### src/rtl/cfg_pkg.sv
// System configuration defaults for the order-book host interface.
package cfg_pkg;
  // Must not exceed the engine ingress queue depth.
  localparam int HOST_MAX_OUTSTANDING = 4;
endpackage

### src/rtl/ob_pkg.sv
// Shared order-book types: command/response records exchanged between host and engine.
package ob_pkg;
  localparam int UID_W = 4;

  typedef logic [UID_W-1:0] uid_t;

  typedef enum logic [1:0] {
    OP_ADD    = 2'd0,
    OP_CANCEL = 2'd1,
    OP_MODIFY = 2'd2,
    OP_QUERY  = 2'd3
  } op_e;

  typedef enum logic [1:0] {
    ST_OK      = 2'd0,
    ST_REJECT  = 2'd1,
    ST_FILL    = 2'd2,
    ST_PARTIAL = 2'd3
  } status_e;

  typedef struct packed {
    uid_t        uid;
    op_e         op;
    logic        side;
    logic [15:0] price;
    logic [15:0] qty;
  } cmd_t;

  typedef struct packed {
    uid_t        uid;
    status_e     status;
    logic [15:0] qty;
  } rsp_t;
endpackage

### src/rtl/libv_queue.sv
// Small FIFO with speculative writes: pushed entries become poppable once committed;
// replay discards everything written since the last commit.
module libv_queue #(
  parameter int W = 8,
  parameter int N = 4
) (
  input  logic         i_clk,
  input  logic         i_flush,
  input  logic         i_push,
  input  logic [W-1:0] i_data,
  input  logic         i_commit,
  input  logic         i_replay,
  input  logic         i_pop,
  output logic [W-1:0] o_data,
  output logic         o_full
);
  localparam int IW = (N > 1) ? $clog2(N) : 1;
  localparam int CW = $clog2(N + 1);

  logic [W-1:0]  r_mem [N];
  logic [IW-1:0] r_wr;
  logic [IW-1:0] r_cm;
  logic [IW-1:0] r_rd;
  logic [CW-1:0] r_cnt_all;
  logic [CW-1:0] r_cnt_cm;

  logic          w_push;
  logic          w_pop;
  logic [IW-1:0] w_wr_nxt;
  logic [IW-1:0] w_rd_nxt;
  logic [CW-1:0] w_cnt_all_nxt;
  logic [CW-1:0] w_cnt_cm_nxt;

  function automatic logic [IW-1:0] ptr_inc(input logic [IW-1:0] p);
    return (p == IW'(N - 1)) ? '0 : p + 1'b1;
  endfunction

  assign o_full        = (r_cnt_all == CW'(N));
  assign o_data        = r_mem[r_rd];
  assign w_push        = i_push & ~o_full;
  assign w_pop         = i_pop & (r_cnt_cm != '0);
  assign w_wr_nxt      = w_push ? ptr_inc(r_wr) : r_wr;
  assign w_rd_nxt      = w_pop ? ptr_inc(r_rd) : r_rd;
  assign w_cnt_all_nxt = r_cnt_all + CW'(w_push) - CW'(w_pop);
  assign w_cnt_cm_nxt  = r_cnt_cm - CW'(w_pop);

  always_ff @(posedge i_clk) begin
    if (w_push) r_mem[r_wr] <= i_data;
  end

  always_ff @(posedge i_clk) begin
    if (i_flush) begin
      r_wr      <= '0;
      r_cm      <= '0;
      r_rd      <= '0;
      r_cnt_all <= '0;
      r_cnt_cm  <= '0;
    end else begin
      r_rd <= w_rd_nxt;
      // Commit includes this cycle's push; replay rewinds the writer to the commit point.
      if (i_commit) begin
        r_wr      <= w_wr_nxt;
        r_cm      <= w_wr_nxt;
        r_cnt_all <= w_cnt_all_nxt;
        r_cnt_cm  <= w_cnt_all_nxt;
      end else if (i_replay) begin
        r_wr      <= r_cm;
        r_cnt_all <= w_cnt_cm_nxt;
        r_cnt_cm  <= w_cnt_cm_nxt;
      end else begin
        r_wr      <= w_wr_nxt;
        r_cnt_all <= w_cnt_all_nxt;
        r_cnt_cm  <= w_cnt_cm_nxt;
      end
    end
  end
endmodule

### src/rtl/ob_host_if.sv
// Host-side initiator for the order-book engine: stamps commands with uids, limits
// in-flight commands, checks response ordering and buffers responses for the host.
module ob_host_if
  import ob_pkg::*;
#(
  parameter int MAX_OUTSTANDING = cfg_pkg::HOST_MAX_OUTSTANDING,
  parameter int UID_W           = ob_pkg::UID_W
) (
  input  logic                               clk,
  input  logic                               rst,
  input  logic                               host_req_vld,
  input  cmd_t                               host_req,
  output logic                               host_req_rdy,
  output logic [UID_W-1:0]                   host_req_uid,
  output logic                               cmd_vld_r,
  output cmd_t                               cmd_r,
  input  logic                               cmd_full_r,
  input  logic                               rsp_vld,
  input  rsp_t                               rsp,
  output logic                               rsp_accept,
  output logic                               host_rsp_vld_r,
  output rsp_t                               host_rsp_r,
  input  logic                               host_rsp_rdy,
  output logic [$clog2(MAX_OUTSTANDING+1)-1:0] outstanding_r,
  output logic                               err_uid_r,
  output logic                               err_spurious_r
);
  localparam int OW = $clog2(MAX_OUTSTANDING + 1);

  // Handshakes: a transfer happens in any cycle where valid and ready/accept are both
  // high; valid never waits on ready, and ready depends only on registered state.
  logic [UID_W-1:0] r_uid_ctr;
  logic [UID_W-1:0] w_trk_head;
  logic             w_trk_full;
  logic             w_accept;
  logic             w_pop;
  logic             w_spurious;
  cmd_t             w_cmd;

  assign host_req_rdy = ~cmd_full_r & (outstanding_r < OW'(MAX_OUTSTANDING)) & ~w_trk_full;
  assign host_req_uid = r_uid_ctr;
  assign w_accept     = host_req_vld & host_req_rdy;
  assign rsp_accept   = rsp_vld & (~host_rsp_vld_r | host_rsp_rdy);
  assign w_pop        = rsp_accept & (outstanding_r != '0);
  assign w_spurious   = rsp_accept & (outstanding_r == '0);

  always_comb begin
    w_cmd     = host_req;
    w_cmd.uid = uid_t'(r_uid_ctr);
  end

  libv_queue #(
    .W (UID_W),
    .N (MAX_OUTSTANDING)
  ) u_trk (
    .i_clk    (clk),
    .i_flush  (~rst),
    .i_push   (w_accept),
    .i_data   (r_uid_ctr),
    .i_commit (w_accept),
    .i_replay (1'b0),
    .i_pop    (w_pop),
    .o_data   (w_trk_head),
    .o_full   (w_trk_full)
  );

  always_ff @(posedge clk) begin
    if (!rst) begin
      r_uid_ctr      <= '0;
      cmd_vld_r      <= 1'b0;
      cmd_r          <= '0;
      outstanding_r  <= '0;
      host_rsp_vld_r <= 1'b0;
      host_rsp_r     <= '0;
      err_uid_r      <= 1'b0;
      err_spurious_r <= 1'b0;
    end else begin
      cmd_vld_r <= w_accept;
      if (w_accept) begin
        cmd_r     <= w_cmd;
        r_uid_ctr <= r_uid_ctr + 1'b1;
      end

      case ({w_accept, w_pop})
        2'b10:   outstanding_r <= outstanding_r + 1'b1;
        2'b01:   outstanding_r <= outstanding_r - 1'b1;
        default: outstanding_r <= outstanding_r;
      endcase

      // A simultaneous host take and new accept keeps the stage full with new data.
      if (rsp_accept) begin
        host_rsp_r     <= rsp;
        host_rsp_vld_r <= 1'b1;
      end else if (host_rsp_rdy) begin
        host_rsp_vld_r <= 1'b0;
      end

      if (w_pop && (rsp.uid != uid_t'(w_trk_head))) err_uid_r <= 1'b1;
      if (w_spurious) err_spurious_r <= 1'b1;
    end
  end
endmodule

### config.mk
export PLATFORM = sky130hd
export DESIGN_NAME = ob_host_if
export DESIGN_NICKNAME = d
export VERILOG_FILES = /design/src/rtl/cfg_pkg.sv /design/src/rtl/ob_pkg.sv /design/src/rtl/libv_queue.sv /design/src/rtl/ob_host_if.sv
export SDC_FILE = /design/constraint.sdc
export NUM_CORES = 1
export LEC_CHECK = 0
export BUFFER_PORTS_ARGS = -buffer_cell sky130_fd_sc_hd__buf_4
export CAP_MARGIN = 40
export CORE_MARGIN = 8
export CORE_UTILIZATION = 45
export DETAILED_ROUTE_END_ITERATION = 6
export GPL_TIMING_DRIVEN = 0
export HOLD_SLACK_MARGIN = 0.15
export PLACE_DENSITY = 0.84
export SLEW_MARGIN = 30
export SYNTH_ARGS = -nofsm -noshare
export SYNTH_HDL_FRONTEND = slang
export SYNTH_HIERARCHICAL = 1
export SYNTH_SLANG_ARGS = --single-unit
### constraint.sdc
create_clock -name clk -period 3 [get_ports clk]
set_clock_uncertainty 0.15 [all_clocks]
set_input_delay 0.3 -clock clk [delete_from_list [all_inputs] [get_ports clk]]
set_output_delay 0.3 -clock clk [all_outputs]
set_load 0.005 [all_outputs]
==> results of run 1 <==
worst max-delay path, cell delays in order (launching register included):
cell and delay (ps):
dfxtp_1 360, or3b_1 130, buf_6 120, clkinv_8 50, or4b_4 560, inv_6 140
inv_2 70, nor2_2 130, xnor2_1 90, ha_2 230, fa_1 430, xnor2_1 170
a211oi_1 270
per-layer routing:
| layer | vias up | share of wire | global-route usage |
|---|---|---|---|
| li1 | 1901 | - | - |
| met1 | 1872 | 0.38 | 0.210 |
| met2 | 215 | 0.51 | 0.367 |
| met3 | 24 | 0.090 | 0.0731 |
| met4 | 0 | 0.020 | 0.0712 |
| met5 | - | 0 | 0 |
layout by cell type, fill, tap and decap left out, drive strengths merged, types with 3 or more instances in the layout:
cell / instances
or3: 3
a211oi: 4
a31oi: 3
buf: 149
dfxtp: 86
o21ai: 27
dlygate4sd3: 61
conb: 5
mux4: 4
edfxtp: 16
nand2: 85
a21oi: 72
clkbuf: 32
inv: 18
nor3: 3
and3: 4
nand2b: 3
nand3: 22
nor2: 18
ha: 10
xor2: 3
xnor2: 8
area by class of cell:
type | count | area [sq um] | area share
Sequential cell | 102 | 2200 | 0.362
Tap cell | 108 | 135 | 0.0222
Clock buffer | 12 | 156 | 0.0257
Buffer | 25 | 114 | 0.0187
Inverter | 17 | 81.3 | 0.0134
Multi-Input combinational cell | 291 | 1640 | 0.270
Clock inverter | 4 | 27.5 | 0.00452
Timing Repair Buffer | 206 | 1720 | 0.283
power by group through the flow:
stage	clock network [mW]	logic (mW)	registers [mW]
finish	0.820	0.885	1.60
global route	0.884	0.953	1.61
CTS	0.829	0.827	1.60
detailed placement	0	0.719	1.63
global placement	0	0.694	1.62
floorplan	0	0.409	1.62
final timing paths:
| kind | to | slack, ps |
|---|---|---|
| worst min-delay path | host_rsp_r[11] | 230 |
| worst min register to register | cmd_r[28] | 310 |
| worst max register to register | u_trk/r_cnt_cm[2] | -30 |
| worst max-delay path | u_trk/r_cnt_cm[2] | -30 |
what timing repair did:
item	in CTS	in global routing
setup endpoints to repair	6	5
resized for setup	10	8
buffers inserted	2	6
cloned	1	0
hold endpoints to repair	59	0
hold buffers	61	0
pin swaps	3	6
state kept, by name, summed over array words and instances, names as in the netlist, named ones only:
register         flops
cmd_r               39
cmd_vld_r            1
err_spurious_r       1
err_uid_r            1
host_req_uid         4
host_rsp_r          22
host_rsp_vld_r       1
outstanding_r        3
u_trk/r_cm           2
u_trk/r_cnt_all      3
u_trk/r_cnt_cm       3
u_trk/r_mem         16
u_trk/r_rd           2
u_trk/r_wr           2
cell families after synthesis:
| group | Yosys count | synth area share |
|---|---|---|
| and+or+nand+nor | 146 | 0.159 |
| AOI/OAI and AO/OA | 112 | 0.151 |
| DFF | 102 | 0.548 |
| buffers and inverters | 45 | 0.0511 |
| adders and majority gates | 12 | 0.0411 |
| xor gates and xnor gates | 11 | 0.0240 |
| muxes | 5 | 0.0249 |
| other | 1 | 0.000934 |
per-stage QoR:
step | TNS, ps | instance area (sq um) | setup slack, ps | cells | hold slack, ps
floorplan | 0 | 4030 | 8.77 | 438 | 283
global placement | -1260 | 5190 | -322 | 682 | 294
detailed placement | -1470 | 5190 | -372 | 682 | 298
CTS | 0 | 6060 | 8.00 | 762 | 213
global route | -199 | 6080 | -102 | 765 | 259
finish | -26.9 | 6080 | -26.9 | 765 | 231
==> run_results.csv, run 1 <==
group,metric,value,unit
routing,avgRoutedWirePerCell,17.3,microns
clock_network,cts-root-buf,"clkbuf_8",
worst_setup_path,crit_start,"u_trk/r_cnt_all[0]",
worst_setup_path,r2r-start,"u_trk/r_cnt_all[0]",
timing,worst_slew_pin_slew,668,ps
timing,min_period,3030,ps
grt,grt_max_degree,18,
worst_setup_path,r2r_cells,12,
cells_and_area,area_delta_synth_final,51.5,%
synth,synth_area,4020,sq um
cells_and_area,nNetsFinal,731,
flow_run,drv_cap,0,
routing,first_pass_iters,7,
power_and_ir_drop,peakVddDrop,0.442,mV
power_and_ir_drop,power_frac_seq,0.484,
timing,worst_slack,-26.9,ps
cells_and_area,n_antenna_cell,0,
clock_network,numCtsBuffers,9,
synth,synth_most_common_cell,"dfxtp_1",
hold_path,min_from,"host_rsp_rdy",
worst_setup_path,criticalPathCategory,"reg -> reg",
routing,vias,4012,
hold_path,hold_class,"in -> reg",
clock_network,htreeDepth,3,
floorplan,die_y,110,microns
synth,ys_seq_area_frac,0.548,
place,hpwlAfterDp,8.35,mm
grt,grt_pass1_wl,20.5,mm
floorplan,initial_utilization,0.463,
place,io_buffer_count,136,
power_and_ir_drop,switching_share,0.302,
clock_network,cts_tree,"done",
timing,finalHoldViolations,0,
cells_and_area,final_util,0.701,
floorplan,dieArea,12200,sq um
clock_network,clockBufferDepth,2,
power_and_ir_drop,power_density,543,nW/um^2
worst_setup_path,required,3100,ps
worst_setup_path,critPathLaunchType,"register",
clock_network,insertion_delay,350,ps
hold_path,hold_depth,4,
synth,yosysTopAreaCellShare,0.429,
worst_setup_path,endpoint_kind,"register",
floorplan,fp-row-count,34,
synth,synthTopCellsByArea,"dfxtp_1 (43%), edfxtp_1 (12%), a21oi_1 (9.0%)",
floorplan,fp.coreArea,8680,sq um
clock_network,clock-sinks,102,
synth,yosysWarnings,6,
power_and_ir_drop,internal_power,2.31,mW
synth,syn_inst,434,
power_and_ir_drop,clkPwrFrac,0.248,
synth,syn_avg_cell_area,9.25,sq um
power_and_ir_drop,power.switching,0.997,mW
routing,vias_per_cell,5.24,
worst_setup_path,path_max_fanout,13,
worst_setup_path,cp.arrival,3130,ps
power_and_ir_drop,power_frac_comb,0.268,
grt,grtUsageTotal,0.203,
grt,antenna_found_initial,0,
routing,first_iter_violations,315,
synth,ys.flop_type,"dfxtp_1",
timing,relSlewSlack,0.554,
place,place_congestion,0.825,
grt,grt.overflow.total,0,
floorplan,die_x,110,microns
floorplan,boundaryPins,141,
run_status,outcome,"finished, violations left",
routing,drt-total-wl,13.3,mm
routing,drcViolationCount,0,
routing,ant_nets,0,
synth,synth_commonest_cells,"dfxtp_1 (86), nand2_1 (85), a21oi_1 (72), o21ai_0 (25), nand3_1 (22)",
synth,ys_ff_latch,102,
timing,slew_viol_final,0,
timing,fmax,330,MHz
synth,synth_top_cell_by_area,"dfxtp_1",
cells_and_area,nFillCells,614,
cells_and_area,drive_gt1_frac,0.280,
run_status,violations,"setup timing",
clock_network,clkTransAtPathRegs,100,ps
synth,async_flop_share,0,
synth,synth_edf_count,16,
power_and_ir_drop,leakagePower,2.55,nW
synth,synth_cell_types,41,
power_and_ir_drop,power,3.31,mW
timing,fin_crit_sh,1.01,
grt,grt_pass1_vias,4089,
timing,setup-violations-final,1,
Note: power is estimated with default switching activity, not from simulation.
==> inputs of run 2 (changes only) <==
--- a/config.mk
+++ b/config.mk
@@ -13,6 +13,7 @@
 export GPL_TIMING_DRIVEN = 0
 export HOLD_SLACK_MARGIN = 0.15
 export PLACE_DENSITY = 0.84
+export SETUP_SLACK_MARGIN = 0.3
 export SLEW_MARGIN = 30
 export SYNTH_ARGS = -nofsm -noshare
 export SYNTH_HDL_FRONTEND = slang
==> run 2 against run 1 <==
The flow now finishes without violations; register-to-register slack better by 140 ps; first-iteration DRC count down 18%; utilization up 1.6 points; largest cell class unchanged; critical endpoint is now u_trk/r_cnt_all[1]; combinational power up 5.6%; via count up 1.0%; count of clock-buffer cells in the layout down 1; non-clock buffer count up 5.
==> run_results.csv, run 2 (synthesized netlist as in run 1, its figures left out) <==
group,metric,value,unit
grt,grt.overflow.total,0,
worst_setup_path,criticalPathCategory,"reg -> reg",
clock_network,clkTransAtPathRegs,100,ps
hold_path,min_from,"host_rsp_rdy",
floorplan,dieArea,12200,sq um
clock_network,cts-root-buf,"clkbuf_8",
floorplan,fp.coreArea,8680,sq um
worst_setup_path,r2r-start,"u_trk/r_cnt_all[2]",
routing,avgRoutedWirePerCell,17.5,microns
timing,relSlewSlack,0.465,
worst_setup_path,crit_family,"adder cells",
timing,finalHoldViolations,0,
place,hpwlAfterDp,8.45,mm
worst_setup_path,required,3120,ps
floorplan,fp-row-count,34,
routing,ant_nets,0,
cells_and_area,drive_gt1_frac,0.296,
timing,worst_slew_pin_slew,796,ps
timing,fin_setup_tns,0,ps
grt,grt_pass1_vias,4400,
worst_setup_path,cp.arrival,3010,ps
worst_setup_path,cp_slowest_cell,"fa_2",
routing,drcViolationCount,0,
power_and_ir_drop,power,3.50,mW
grt,grt_pass1_wl,21.5,mm
timing,fmax,347,MHz
timing,min_period,2880,ps
hold_path,hold_class,"in -> reg",
routing,first_pass_iters,5,
hold_path,hold_depth,4,
flow_run,drv_cap,0,
worst_setup_path,cp_cell_sequence,"or3b_1, buf_6, clkinv_8, or4b_4, buf_6, inv_8, buf_12, inv_8, nor2_4, xnor2_2, ha_2, fa_2, nor2_1, a211oi_2",
worst_setup_path,path_max_fanout,4,
power_and_ir_drop,peakVddDrop,0.360,mV
cells_and_area,largestRegisters,"cmd_r x39, host_rsp_r x22, u_trk/r_mem x16",
timing,grt_setup_unrepaired,"yes",
timing,fin_crit_sh,0.961,
cells_and_area,final_cell_mix,"buf_4 (149), nand2_1 (85), dfxtp_1 (83), a21oi_1 (72), dlygate4sd3_1 (62)",
worst_setup_path,reg2reg_slack,120,ps
place,place_congestion,0.795,
place,io_buffer_count,136,
worst_setup_path,r2r_cells,14,
routing,drt-total-wl,13.4,mm
worst_setup_path,endpoint_kind,"register",
cells_and_area,layout_commonest_cell,"buf_4",
place,dp_slack,-70.5,ps
clock_network,numCtsBuffers,9,
clock_network,htreeDepth,3,
routing,vias_per_cell,5.26,
clock_network,insertion_delay,360,ps
timing,setup-violations-final,0,
clock_network,clock-sinks,102,
worst_setup_path,cpPeakStageDelay,570,ps
hold_path,holdPathEnd,"host_rsp_r[12]",
cells_and_area,area_delta_synth_final,55.0,%
run_status,outcome,"finished, final reports clean",
routing,vias,4052,
cells_and_area,nFillCells,564,
cells_and_area,max_flop_register,"cmd_r",
floorplan,die_x,110,microns
grt,grtUsageTotal,0.210,
worst_setup_path,crit_start,"u_trk/r_cnt_all[2]",
worst_setup_path,r2r_end,"u_trk/r_cnt_all[1]",
power_and_ir_drop,power_density,562,nW/um^2
routing,first_iter_violations,259,
timing,slew_viol_final,0,
worst_setup_path,critical_path_buf_inv_count,6,
floorplan,boundaryPins,141,
cells_and_area,largest_reg_flops,39,
floorplan,initial_utilization,0.463,
worst_setup_path,critPathLaunchType,"register",
clock_network,clockBufferDepth,2,
power_and_ir_drop,leakagePower,2.62,nW
floorplan,die_y,110,microns
grt,antenna_found_initial,0,
cells_and_area,n_antenna_cell,0,
timing,hold_ws,208,ps
grt,grt_max_degree,18,
clock_network,cts_tree,"done",
timing,worst_slack,116,ps
cells_and_area,final_util,0.717,
cells_and_area,layout.area.seq,2210,sq um
cells_and_area,multi_input_area,1670,sq um
cells_and_area,nNetsFinal,736,
==> run 2: changes by cell type in the layout (fill, tap and decap cells not counted), sizes merged <==
cell	delta
clkinvlp	-1
buf	+4
dlygate4sd3	+1
inv	+1
bufinv	+2
clkinv	-1
clkbuf	-1
==> run 2: routing by layer <==
metal | wire (microns) | part of all wire | global-route usage | vias to the layer above
met5 | 0 | 0 | 0 | -
met1 | 4900 | 0.36 | 0.214 | 1907
met3 | 1080 | 0.080 | 0.0660 | 29
met4 | 305 | 0.023 | 0.0883 | 0
li1 | - | - | - | 1923
met2 | 7160 | 0.53 | 0.386 | 193
==> run 2: timing repair <==
action                                 CTS  global route
buffers inserted                         8             1
gates cloned                             1             0
resized for setup                       15             6
hold buffers                            62             0
pin swaps                                8             3
setup endpoints to repair                6             9
endpoints found under the hold margin   59             0
==> run 2: worst max path at each step <==
stage | slack [ps] | depth (start not counted) | end
after global placement | -30 | 14 | u_trk/r_cnt_all[1]
final | 120 | 14 | u_trk/r_cnt_all[1]
after floorplan | 180 | 14 | u_trk/r_cnt_all[2]
after CTS | 180 | 14 | u_trk/r_cnt_all[1]
after detailed placement | -70 | 14 | u_trk/r_cnt_all[1]
after global routing | -2 | 14 | u_trk/r_cnt_cm[1]
==> run 2: area by class of cell <==
cell class,count,area share
plain buffers,28,0.0247
clock buffers,11,0.0211
clock inverters,5,0.0143
inverters,17,0.0147
multi-input cells,291,0.269
flip-flops and latches,102,0.355
well taps,108,0.0217
repair buffers,208,0.280
==> run 2: worst min-delay path: stages <==
cell and delay, ps:
buf_4 100, nor2b_2 70, o21ai_0 150, a21oi_1 60
==> run 2: power breakdown <==
part | switching [mW] | internal, mW | total (mW) | leakage (nW)
combinational | 0.458 | 0.476 | 0.935 | 1.66
sequential | 0.0896 | 1.51 | 1.60 | 0.847
clock | 0.475 | 0.483 | 0.958 | 0.110
total | 1.02 | 2.47 | 3.50 | 2.62
==> run 2: per-stage QoR <==
step / instances / cell area [sq um]
finish: 770 / 6220
global route: 770 / 6220
CTS: 769 / 6200
detailed placement: 682 / 5210
global placement: 682 / 5210
floorplan: 438 / 4060
==> inputs of run 3 (changes only) <==
--- a/config.mk
+++ b/config.mk
@@ -5,14 +5,14 @@
 export SDC_FILE = /design/constraint.sdc
 export NUM_CORES = 1
 export LEC_CHECK = 0
-export BUFFER_PORTS_ARGS = -buffer_cell sky130_fd_sc_hd__buf_4
 export CAP_MARGIN = 40
 export CORE_MARGIN = 8
-export CORE_UTILIZATION = 45
+export CORE_UTILIZATION = 56
 export DETAILED_ROUTE_END_ITERATION = 6
+export DONT_BUFFER_PORTS = 1
 export GPL_TIMING_DRIVEN = 0
 export HOLD_SLACK_MARGIN = 0.15
-export PLACE_DENSITY = 0.84
+export PLACE_DENSITY = 0.82
 export SETUP_SLACK_MARGIN = 0.3
 export SLEW_MARGIN = 30
 export SYNTH_ARGS = -nofsm -noshare
==> run 3 against run 2 <==
Maximum frequency up 0.56%; total power fell by 9.2%; setup slack better by 16 ps; global-route usage grew 3.1 points; sequential share of layout area is 7.0 points higher; combinational power is 23% lower; cell count decreased by 18%; sequential cell count unchanged; sequential power about the same; clock power down 14%; critical path depth did not move; critical path type unchanged.
==> run_results.csv, run 3 (synthesized netlist as in run 1, its figures left out) <==
group,metric,value,unit
cells_and_area,post-route-cell-area,5190,sq um
place,place_congestion,0.813,
flow_run,drv_cap,0,
floorplan,boundaryPins,141,
place,hpwlAfterDp,7.11,mm
worst_setup_path,endpoint_kind,"register",
routing,avgRoutedWirePerCell,19.6,microns
clock_network,cts-root-buf,"clkbuf_8",
routing,vias_per_cell,5.81,
clock_network,clkTransAtPathRegs,100,ps
cells_and_area,largestRegisters,"cmd_r x39, host_rsp_r x22, u_trk/r_mem x16",
run_status,outcome,"finished, final reports clean",
place,dp_slack,-150,ps
grt,grt_max_degree,18,
clock_network,insertion_delay,360,ps
power_and_ir_drop,power,3.17,mW
place,dpl_cell_area,4180,sq um
clock_network,clock-sinks,102,
grt,grtUsageTotal,0.241,
grt,grt_pass1_vias,3751,
worst_setup_path,critPathLaunchType,"register",
worst_setup_path,cp.arrival,2990,ps
cells_and_area,final_cell_count_no_fill,631,
timing,worst_slack,132,ps
timing,slew_viol_final,0,
floorplan,initial_utilization,0.566,
timing,fmax,349,MHz
routing,first_iter_violations,267,
cells_and_area,layout.area.seq,2200,sq um
grt,grt_pass1_wl,19.1,mm
floorplan,die_x,101,microns
clock_network,htreeDepth,3,
worst_setup_path,criticalPathCategory,"reg -> reg",
timing,relSlewSlack,0.569,
timing,finalHoldViolations,0,
cells_and_area,multi_input_area,1670,sq um
floorplan,die_y,101,microns
cells_and_area,largest_reg_flops,39,
worst_setup_path,required,3120,ps
routing,vias,3666,
place,io_buffer_count,0,
power_and_ir_drop,power_density,611,nW/um^2
grt,grt.overflow.total,0,
cells_and_area,drive_gt1_frac,0.111,
cells_and_area,max_flop_register,"cmd_r",
clock_network,numCtsBuffers,9,
grt,antenna_found_initial,1,
clock_network,clockBufferDepth,2,
timing,fin_crit_sh,0.956,
cells_and_area,nNetsFinal,604,
floorplan,fp.coreArea,7100,sq um
clock_network,cts_tree,"done",
timing,worst_slew_pin_slew,641,ps
hold_path,hold_class,"in -> reg",
cells_and_area,nFillCells,463,
timing,setup-violations-final,0,
floorplan,dieArea,10100,sq um
routing,drcViolationCount,0,
routing,first_pass_iters,6,
power_and_ir_drop,leakagePower,1.93,nW
place,dp_cells,537,
floorplan,fp-row-count,31,
timing,grt_setup_unrepaired,"yes",
worst_setup_path,path_max_fanout,4,
cells_and_area,final_cell_mix,"nand2_1 (85), dfxtp_1 (84), a21oi_1 (72), dlygate4sd3_1 (67), o21ai_0 (24)",
cells_and_area,layout_commonest_cell,"nand2_1",
power_and_ir_drop,peakVddDrop,0.504,mV
timing,fin_setup_tns,0,ps
routing,ant_nets,0,
cells_and_area,area_delta_synth_final,29.4,%
routing,drt-total-wl,12.3,mm
timing,min_period,2870,ps
[run 3: cell count changes in the layout (fill, tap and decap cells not counted), moves of 2 or more]
cell / delta
dlygate4sd3_1: +5
clkinvlp_4: +2
diode_2: +2
bufinv_16: -2
buf_4: -137
[run 3: routing by layer]
layer  share of wire  GRT usage  wire length (microns)
met1            0.34      0.245                   4230
met2            0.50      0.422                   6120
met3            0.12     0.0843                   1450
met4           0.043      0.136                    536
met5               0          0                      0
[run 3: area by class of cell]
type,count,area share
Antenna cell,2,0.000964
Clock inverter,5,0.00795
Sequential cell,102,0.424
Tap cell,99,0.0238
Clock buffer,11,0.0272
Timing Repair Buffer,76,0.147
Buffer,28,0.0296
Multi-Input combinational cell,291,0.321
Inverter,17,0.0176
[run 3: metrics by stage]
step | util | hold slack [ps]
6_report | 0.732 | 223
5_1_grt | 0.731 | 247
4_1_cts | 0.730 | 212
3_5_place_dp | 0.589 | 293
3_3_place_gp | 0.589 | 285
2_1_floorplan | - | 283
[run 3: power by group]
group	switching (mW)	total (mW)	internal, mW
Clock	0.488	0.822	0.335
Combinational	0.390	0.724	0.334
Sequential	0.115	1.63	1.51
[run 3: repair_timing]
item | in CTS | in global routing
gates resized for setup | 15 | 7
setup buffers | 8 | 0
hold endpoints to repair | 59 | 0
pin swaps | 4 | 0
hold buffers | 67 | 0
cloned | 1 | 0
endpoints found under the setup margin | 8 | 10
[run 3: worst max-delay path: stages, from the launching register on]
cell and delay, ps:
dfxtp_2 330, or3b_4 230, buf_6 110, clkinv_8 40, or4b_4 470, buf_6 160, inv_8 50, buf_12 100
inv_8 30, nor2_4 70, xnor2_1 70, ha_2 200, fa_2 350, xnor2_2 170, a211oi_1 240
[run 3: path summary, 6_finish.rpt]
path	startpoint	to	slack (ps)	depth (start not counted)
worst max register to register	u_trk/r_cnt_all[2]	u_trk/r_cnt_cm[2]	130	14
worst min-delay path	rsp_vld	host_rsp_r[10]	220	3
worst min register to register	cmd_r[16]	cmd_r[16]	330	2
worst max-delay path	u_trk/r_cnt_all[2]	u_trk/r_cnt_cm[2]	130	14
